## src/rtl/shift_reg_tx_4b_pkg.sv

```systemverilog
// Shared types and constants for the 4-bit serial transmitter/receiver pair.
package shift_reg_tx_4b_pkg;

  // Transmitter control states.
  typedef enum logic [0:0] {
    StIdle  = 1'b0,
    StShift = 1'b1
  } tx_state_e;

  // Frame order, named after the receiver's shift direction.
  // DIR_RIGHT: receiver shifts Q0->Q3, so the MSB goes out first.
  // DIR_LEFT:  receiver shifts Q3->Q0, so the LSB goes out first.
  localparam logic DIR_RIGHT = 1'b1;
  localparam logic DIR_LEFT  = 1'b0;

endpackage

```

## src/rtl/shift_reg_tx_4b_tx_bit_counter.sv

```systemverilog
// Bit counter for one serialized frame: sync clear, enable, flag on the last bit.
module shift_reg_tx_4b_tx_bit_counter #(
  parameter int unsigned Width = 4,
  parameter int unsigned CntW  = $clog2(Width)
) (
  input  logic            clk,
  input  logic            rst,
  input  logic            clr,
  input  logic            en,
  output logic [CntW-1:0] cnt,
  output logic            last
);

  localparam logic [CntW-1:0] LastCnt = CntW'(Width - 1);

  logic [CntW-1:0] cnt_d, cnt_q;

  // Next count: clear wins, wrap to 0 after the last bit so cnt never exceeds Width-1.
  always_comb begin
    cnt_d = cnt_q;
    if (clr) begin
      cnt_d = '0;
    end else if (en) begin
      cnt_d = (cnt_q == LastCnt) ? '0 : cnt_q + 1'b1;
    end
  end

  // Count register with synchronous reset.
  always_ff @(posedge clk) begin
    if (rst) begin
      cnt_q <= '0;
    end else begin
      cnt_q <= cnt_d;
    end
  end

  assign cnt  = cnt_q;
  assign last = (cnt_q == LastCnt);

endmodule

```

## src/rtl/shift_reg_tx_4b.sv

```systemverilog
// Parallel-to-serial transmitter: loads a WIDTH-bit word on a valid/ready handshake
// and emits it one bit per clock, MSB or LSB first, with back-to-back frame support.
module shift_reg_tx_4b
  import shift_reg_tx_4b_pkg::*;
#(
  parameter int unsigned WIDTH = 4
) (
  input  logic             clk,
  input  logic             rst,
  input  logic [WIDTH-1:0] din,
  input  logic             direccion,
  input  logic             load_valid,
  output logic             load_ready,
  output logic             d,
  output logic             d_valid,
  output logic             done
);

  localparam int unsigned CntW = $clog2(WIDTH);

  tx_state_e        state_d, state_q;
  logic [WIDTH-1:0] sr_d, sr_q;
  logic             dir_d, dir_q;
  logic [CntW-1:0]  cnt;
  logic             cnt_last;
  logic             last_bit;
  logic             load;
  logic             shifting;

  assign shifting = (state_q == StShift);
  assign last_bit = shifting && cnt_last;
  assign load     = load_valid && load_ready;

  // Counter restarts on every load; otherwise advances once per emitted bit.
  shift_reg_tx_4b_tx_bit_counter #(
    .Width (WIDTH),
    .CntW  (CntW)
  ) u_tx_bit_counter (
    .clk  (clk),
    .rst  (rst),
    .clr  (load),
    .en   (shifting),
    .cnt  (cnt),
    .last (cnt_last)
  );

  // State register.
  always_ff @(posedge clk) begin
    if (rst) begin
      state_q <= StIdle;
    end else begin
      state_q <= state_d;
    end
  end

  // Next state: a load always (re)enters StShift; the last bit returns to idle otherwise.
  always_comb begin
    state_d = state_q;
    unique case (state_q)
      StIdle: begin
        if (load) state_d = StShift;
      end
      StShift: begin
        if (last_bit && !load) state_d = StIdle;
      end
      default: state_d = StIdle;
    endcase
  end

  // Outputs: d is taken straight from the register end selected by the latched direction.
  always_comb begin
    load_ready = 1'b0;
    d_valid    = 1'b0;
    d          = 1'b0;
    done       = 1'b0;
    unique case (state_q)
      StIdle: begin
        load_ready = 1'b1;
      end
      StShift: begin
        d_valid    = 1'b1;
        d          = (dir_q == DIR_RIGHT) ? sr_q[WIDTH-1] : sr_q[0];
        done       = cnt_last;
        load_ready = cnt_last;
      end
      default: ;
    endcase
  end

  // Datapath next state: capture on load, otherwise shift toward the output end, zero fill.
  always_comb begin
    sr_d  = sr_q;
    dir_d = dir_q;
    if (load) begin
      sr_d  = din;
      dir_d = direccion;
    end else if (shifting) begin
      if (dir_q == DIR_RIGHT) begin
        sr_d = {sr_q[WIDTH-2:0], 1'b0};
      end else begin
        sr_d = {1'b0, sr_q[WIDTH-1:1]};
      end
    end
  end

  // Shift register and latched direction, both cleared by reset.
  always_ff @(posedge clk) begin
    if (rst) begin
      sr_q  <= '0;
      dir_q <= DIR_LEFT;
    end else begin
      sr_q  <= sr_d;
      dir_q <= dir_d;
    end
  end

endmodule

```

## config.mk

```make
export PLATFORM = sky130hd
export DESIGN_NAME = shift_reg_tx_4b
export DESIGN_NICKNAME = d
export VERILOG_FILES = /design/src/rtl/shift_reg_tx_4b_pkg.sv /design/src/rtl/shift_reg_tx_4b_tx_bit_counter.sv /design/src/rtl/shift_reg_tx_4b.sv
export SDC_FILE = /design/constraint.sdc
export NUM_CORES = 1
export LEC_CHECK = 0
export ABC_CLOCK_PERIOD_IN_PS = 1700
export BUFFER_PORTS_ARGS = -buffer_cell sky130_fd_sc_hd__buf_2
export CORE_AREA = 2 2 39 41
export CTS_CLUSTER_SIZE = 8
export DETAILED_ROUTE_END_ITERATION = 10
export DIE_AREA = 0 0 41 43
export GPL_ROUTABILITY_DRIVEN = 1
export GPL_TIMING_DRIVEN = 0
export PLACE_DENSITY_LB_ADDON = 0.3
export SYNTH_ARGS = -nofsm -noshare
export SYNTH_HDL_FRONTEND = slang
export SYNTH_SLANG_ARGS = --single-unit
```

## constraint.sdc

```tcl
create_clock -name clk -period 1.7 [get_ports clk]
set_clock_uncertainty 0.15 [all_clocks]
set_input_delay 0.34 -clock clk [delete_from_list [all_inputs] [get_ports clk]]
set_output_delay 0.34 -clock clk [all_outputs]
set_load 0.005 [all_outputs]
```

After elaboration in Yosys (flattened, before gate mapping)
Cells that the tools add are included.
Storage, ports and cells
  bits of input ports: 8
  logic and storage cells: 25
  output and inout port bits: 4
  bits in registers: 8
Cells by class
  equality and inequality tests: 1
  reductions and logical operators: 6
  add/subtract/negate cells: 1
  bitwise operators: 1
  multiplexer cells: 12
Operators with widths (number)
  $mux W4: 3
  $mux W1: 6
  $pmux W1 S2: 2
  $logic_and A1 B1 Y1: 3
  $add A2 B1 Y2 const B: 1
  $eq A2 B2 Y1 const B: 1
  $mux W2: 1
  $reduce_bool A2 Y1: 1
  $reduce_or A2 Y1: 1
  $logic_not A1 Y1: 1
  $not A1 Y1: 1

Longest topological paths before layout
  word-level depth: 7
  mapped depth: 5
  depth with buffers taken out: 5

By module
Synthesis repeated with hierarchy kept, for this count alone.
Unflattened totals
  cells, all modules: 49
  area total of the unflattened synthesis: 476.7 um2
Modules (own cells, without submodules)
  shift_reg_tx_4b: seq. area each 120.1 um2, instances 1, cells an instance 41, area each 381.6 um2
  shift_reg_tx_4b_tx_bit_counter: seq. area each 40.0 um2, instances 1, cells an instance 8, area each 95.1 um2

Worst setup path after synthesis
No wires, ideal clock.
  kind: register to register
  from: register u_tx_bit_counter.cnt_q[0], in the netlist u_tx_bit_counter.cnt[0]
  to: register sr_q[3]
  stages on the path, launching flop included: 6
  path buffers: 0
  arrival: 1.021 ns
  path slack: 0.407 ns
  cells stage by stage: dfxtp_1 ha_1 nor2b_4 inv_2 a32oi_1 a21oi_1
Between the ends
  longest elaborated chain between the ends: 4
  elaborated cells on any way between the ends: 5
  classes of those cells: eq/ne (1); mux (2); reduce/logical (2)
Ends and longest elaborated chain
  start, declared: RTL line shift_reg_tx_4b_tx_bit_counter.sv:16  | logic [CntW-1:0] cnt_d, cnt_q;
  start signal, assigned: RTL line shift_reg_tx_4b_tx_bit_counter.sv:33  | cnt_q <= cnt_d;
  $eq A2 B2 Y1 *: RTL line shift_reg_tx_4b_tx_bit_counter.sv:38  | assign last = (cnt_q == LastCnt);
  $pmux W1 S2 *: RTL line shift_reg_tx_4b.sv:76  | unique case (state_q)
  via load_ready: RTL line shift_reg_tx_4b.sv:13  | output logic load_ready,
  $logic_and A1 B1 Y1 *: RTL line shift_reg_tx_4b.sv:32  | assign load = load_valid && load_ready;
  $mux W4 / $reduce_bool A2 Y1 (equally long branches)
  end signal, assigned: RTL line shift_reg_tx_4b.sv:112  | sr_q <= sr_d;
  end, declared: RTL line shift_reg_tx_4b.sv:22  | logic [WIDTH-1:0] sr_d, sr_q;
The timed path passes the listed nets; every way through them passes the cells marked *.
A chain may end at the register's enable or synchronous reset.

Final worst setup path
  from: register u_tx_bit_counter.cnt_q[0], in the netlist u_tx_bit_counter.cnt[0]
  to: output load_ready
Between the ends
  longest elaborated chain between the ends: 2
Ends and longest elaborated chain (RTL line)
  $eq A2 B2 Y1: shift_reg_tx_4b_tx_bit_counter.sv:38
  $pmux W1 S2: shift_reg_tx_4b.sv:76
  end, declared: shift_reg_tx_4b.sv:13
No other way between the ends.

==> flow_summary.yaml <==
status:
  outcome: "complete, no violations"
global_route:
  antenna_found_initial: 0
  grt_pass1_vias: 332
  grt_max_degree: 11
  grt-ovfl-total: 0
  gr-usage-all-layers_pct: 13.2
  grt_pass1_wl_um: 1450
setup_path:
  crit_path_start: "u_tx_bit_counter.cnt[0]"
  path_buf_inv: 2
  arrival_ns: 1.15
  crit_required_ns: 1.21
  cp_cell_sequence: "ha_2, nor2b_4, inv_2, buf_2"
  worstPathMaxFanout: 5
  worstSetupPathType: "register to output port"
  critPathCapture: "load_ready"
  critPathTopFamily: "flip-flops"
  crit_slowest_cell: "dfxtp_1"
  timing.rr.end: "sr_q[3]"
  slowest_delay_ns: 0.32
  critPathLaunchType: "register"
  endpoint_kind: "output port"
  rr_worst_depth: 5
  reg2reg_setup_slack_ns: 0.37
  worstReg2RegStart: "u_tx_bit_counter.cnt[0]"
  crit_cells: 4
timing:
  min_period_over_period_pct: 96.5
  drv_slew: 0
  hold_viol: 0
  setup-tns-final_ns: 0
  relSlewSlack_pct: 81.2
  fmax_ghz: 0.609
  layout_min_cycle_time_ns: 1.64
  rsz0062_at_grt: "false"
  worst_pin_slew_ns: 0.281
  setup_viol: 0
drt:
  vias: 390
  wirelength_um: 958
  drtAntennaViolNets: 0
  vias_per_cell: 5.00
  drc: 0
  drt_iter0_markers: 6
  drt_pass1_iterations: 4
  routedWlPerCell_um: 12.3
synthesis:
  synthMuxAreaShare_pct: 11.6
  synth_top_family_by_area: "compound AO/OA/AOI/OAI gates"
  synth_compound_area_share_pct: 24.3
  avgSynthCellArea_um2: 9.85
  synth-edff-count: 0
  yosysSeqAreaShare_pct: 33.9
  synthXorXnorAreaFrac_pct: 0
  yosysWarnings: 0
  syn_area_um2: 473
  syn_inst: 48
  synth_fa_ha_area_share_pct: 2.65
  yosys.area_share.simple_pct: 19.6
  synth_top_flop_cell: "dfxtp_1"
  async_flop_share_pct: 0
  synth_nets: 57
  synth_seq_cells: 8
  synthDistinctLibCells: 24
placement:
  gp_congestion: 0.716
  dpl_cell_area_um2: 548
  dp_hpwl_um: 689
  io_buffer_count: 11
power:
  power.leakage_uw: 0.000232
  power_switching_uw: 120
  vdd_drop_max_mv: 0.336
  combinationalPowerShare_pct: 19.8
  internal_power_uw: 328
  swShare_pct: 26.9
  power_frac_seq_pct: 46.5
  power_density_nw_per_um2: 782
  power_frac_clock_pct: 33.7
layout:
  fin_area_um2: 573
  nets: 73
  regArea_um2: 160
  drive_gt1_share_pct: 45.2
  antenna_cells: 0
  multi_input_area_um2: 278
  synthToLayoutAreaGrowth_pct: 21.2
  n_fill_cell: 141
clocking:
  htree_levels: 1
  cts.sink_count: 8
  cts.path.max_buffers: 2
  cts_made_buffers: 3
  clock_latency_ns: 0.26
  cts_resized: 1
  root_buffer: "clkbuf_4"
  cts_setup_buffers: 0
  postCtsHoldBufs: 0
  cts_tree: "done"
  clkTransAtPathRegs_ns: 0.06
flow_run:
  cap_violations: 0
worst_hold_path:
  hp-class: "input pin to register"
floorplan:
  io_pins: 12
  dieWidth_um: 41
  die-area_um2: 1760
  rows: 14
  core_um2: 1380
  fp.dieH_um: 43
  start_util_pct: 34.2
worst min-delay path by stage:
stage	from	endpoint	slack (ns)	cells after the start
floorplan	rst	sr_q[1]	0.25	1
global placement	sr_q[2]	sr_q[3]	0.34	2
detailed placement	sr_q[2]	sr_q[3]	0.35	2
CTS	direccion	dir_q	0.18	3
global route	direccion	dir_q	0.20	3
finish	direccion	dir_q	0.18	3
final cells by class:
type,instances,area share (%)
Buffer,3,5.24
Inverter,2,1.31
Multi-Input combinational cell,35,48.5
Tap cell,16,3.49
Clock buffer,3,3.93
Sequential cell,8,27.9
Timing Repair Buffer,11,9.61
power groups by stage:
stage / Combinational, µW / Sequential, µW / Clock [µW]
after floorplan: 63.2 / 210 / 0
after global placement: 88.2 / 212 / 0
after detailed placement: 88.6 / 212 / 0
after CTS: 88.9 / 208 / 158
after global routing: 96.2 / 209 / 163
final: 88.5 / 208 / 151
Yosys cell counts, types with 2 or more instances:
cell type	number	share of area (%)
mux2i_1	4	8.5
a211oi_1	2	3.2
dfxtp_1	8	34
a2111oi_2	2	6.3
nand3_1	3	3.2
nor2b_1	3	4.0
a21oi_1	3	3.2
inv_2	2	1.6
buf_6	2	4.8
nor2_1	5	4.0
registers in the layout, summed over array words and instances (netlist names):
signal	cells
u_tx_bit_counter.cnt	2
dir_q	1
shifting	1
sr_q	4
worst min-delay path: cells and delay by family:
kind                   cells  cell delay, ns
buffers and inverters      1            0.10
AOI/OAI and AO/OA          1            0.05
and+or+nand+nor            1            0.05
cells by family after synthesis:
family / after synthesis
and+or+nand+nor: 16
DFF: 8
adders and majority gates: 1
muxes: 5
buffers and inverters: 5
AOI/OAI and AO/OA: 13
per-stage QoR:
stage	hold WS [ns]	worst slack (ns)	utilization (%)	total power, µW	cells
after detailed placement	0.349	0.258	39.6	301	75
after floorplan	0.252	0.407	-	273	48
final	0.179	0.0588	41.4	448	78
after global routing	0.196	0.0146	41.4	468	78
after CTS	0.175	0.0505	41.4	455	78
after global placement	0.341	0.248	39.6	300	75
routing by layer:
metal / global-route usage (%) / vias up / wire length, µm
li1: - / 202 / -
met1: 16.9 / 175 / 468
met2: 16.3 / 8 / 415
met3: 3.14 / 5 / 34
met4: 14.0 / 0 / 40
met5: 0 / - / 0
cell usage in the layout (no fill, tap or decap):
master | synthesis | final
buf_6 | 2 | 2
clkbuf_4 | 0 | 3
ha_2 | 0 | 1
a2111oi_2 | 2 | 2
buf_2 | 0 | 11
nand3_1 | 3 | 3
nor2_1 | 5 | 5
nor2b_1 | 3 | 3
a32oi_1 | 1 | 1
buf_4 | 1 | 1
a21oi_2 | 1 | 1
inv_2 | 2 | 2
o21ai_1 | 1 | 1
mux2_4 | 1 | 1
a211oi_1 | 2 | 2
a21boi_2 | 1 | 1
nor3b_1 | 1 | 1
a21oi_1 | 3 | 3
nand2_2 | 1 | 1
nand2b_1 | 1 | 1
nor2b_4 | 1 | 1
a2bb2oi_2 | 1 | 1
dfxtp_1 | 8 | 8
mux2i_1 | 4 | 4
a31oi_1 | 1 | 1
and2_1 | 1 | 1
(Power assumes the default switching activity.)
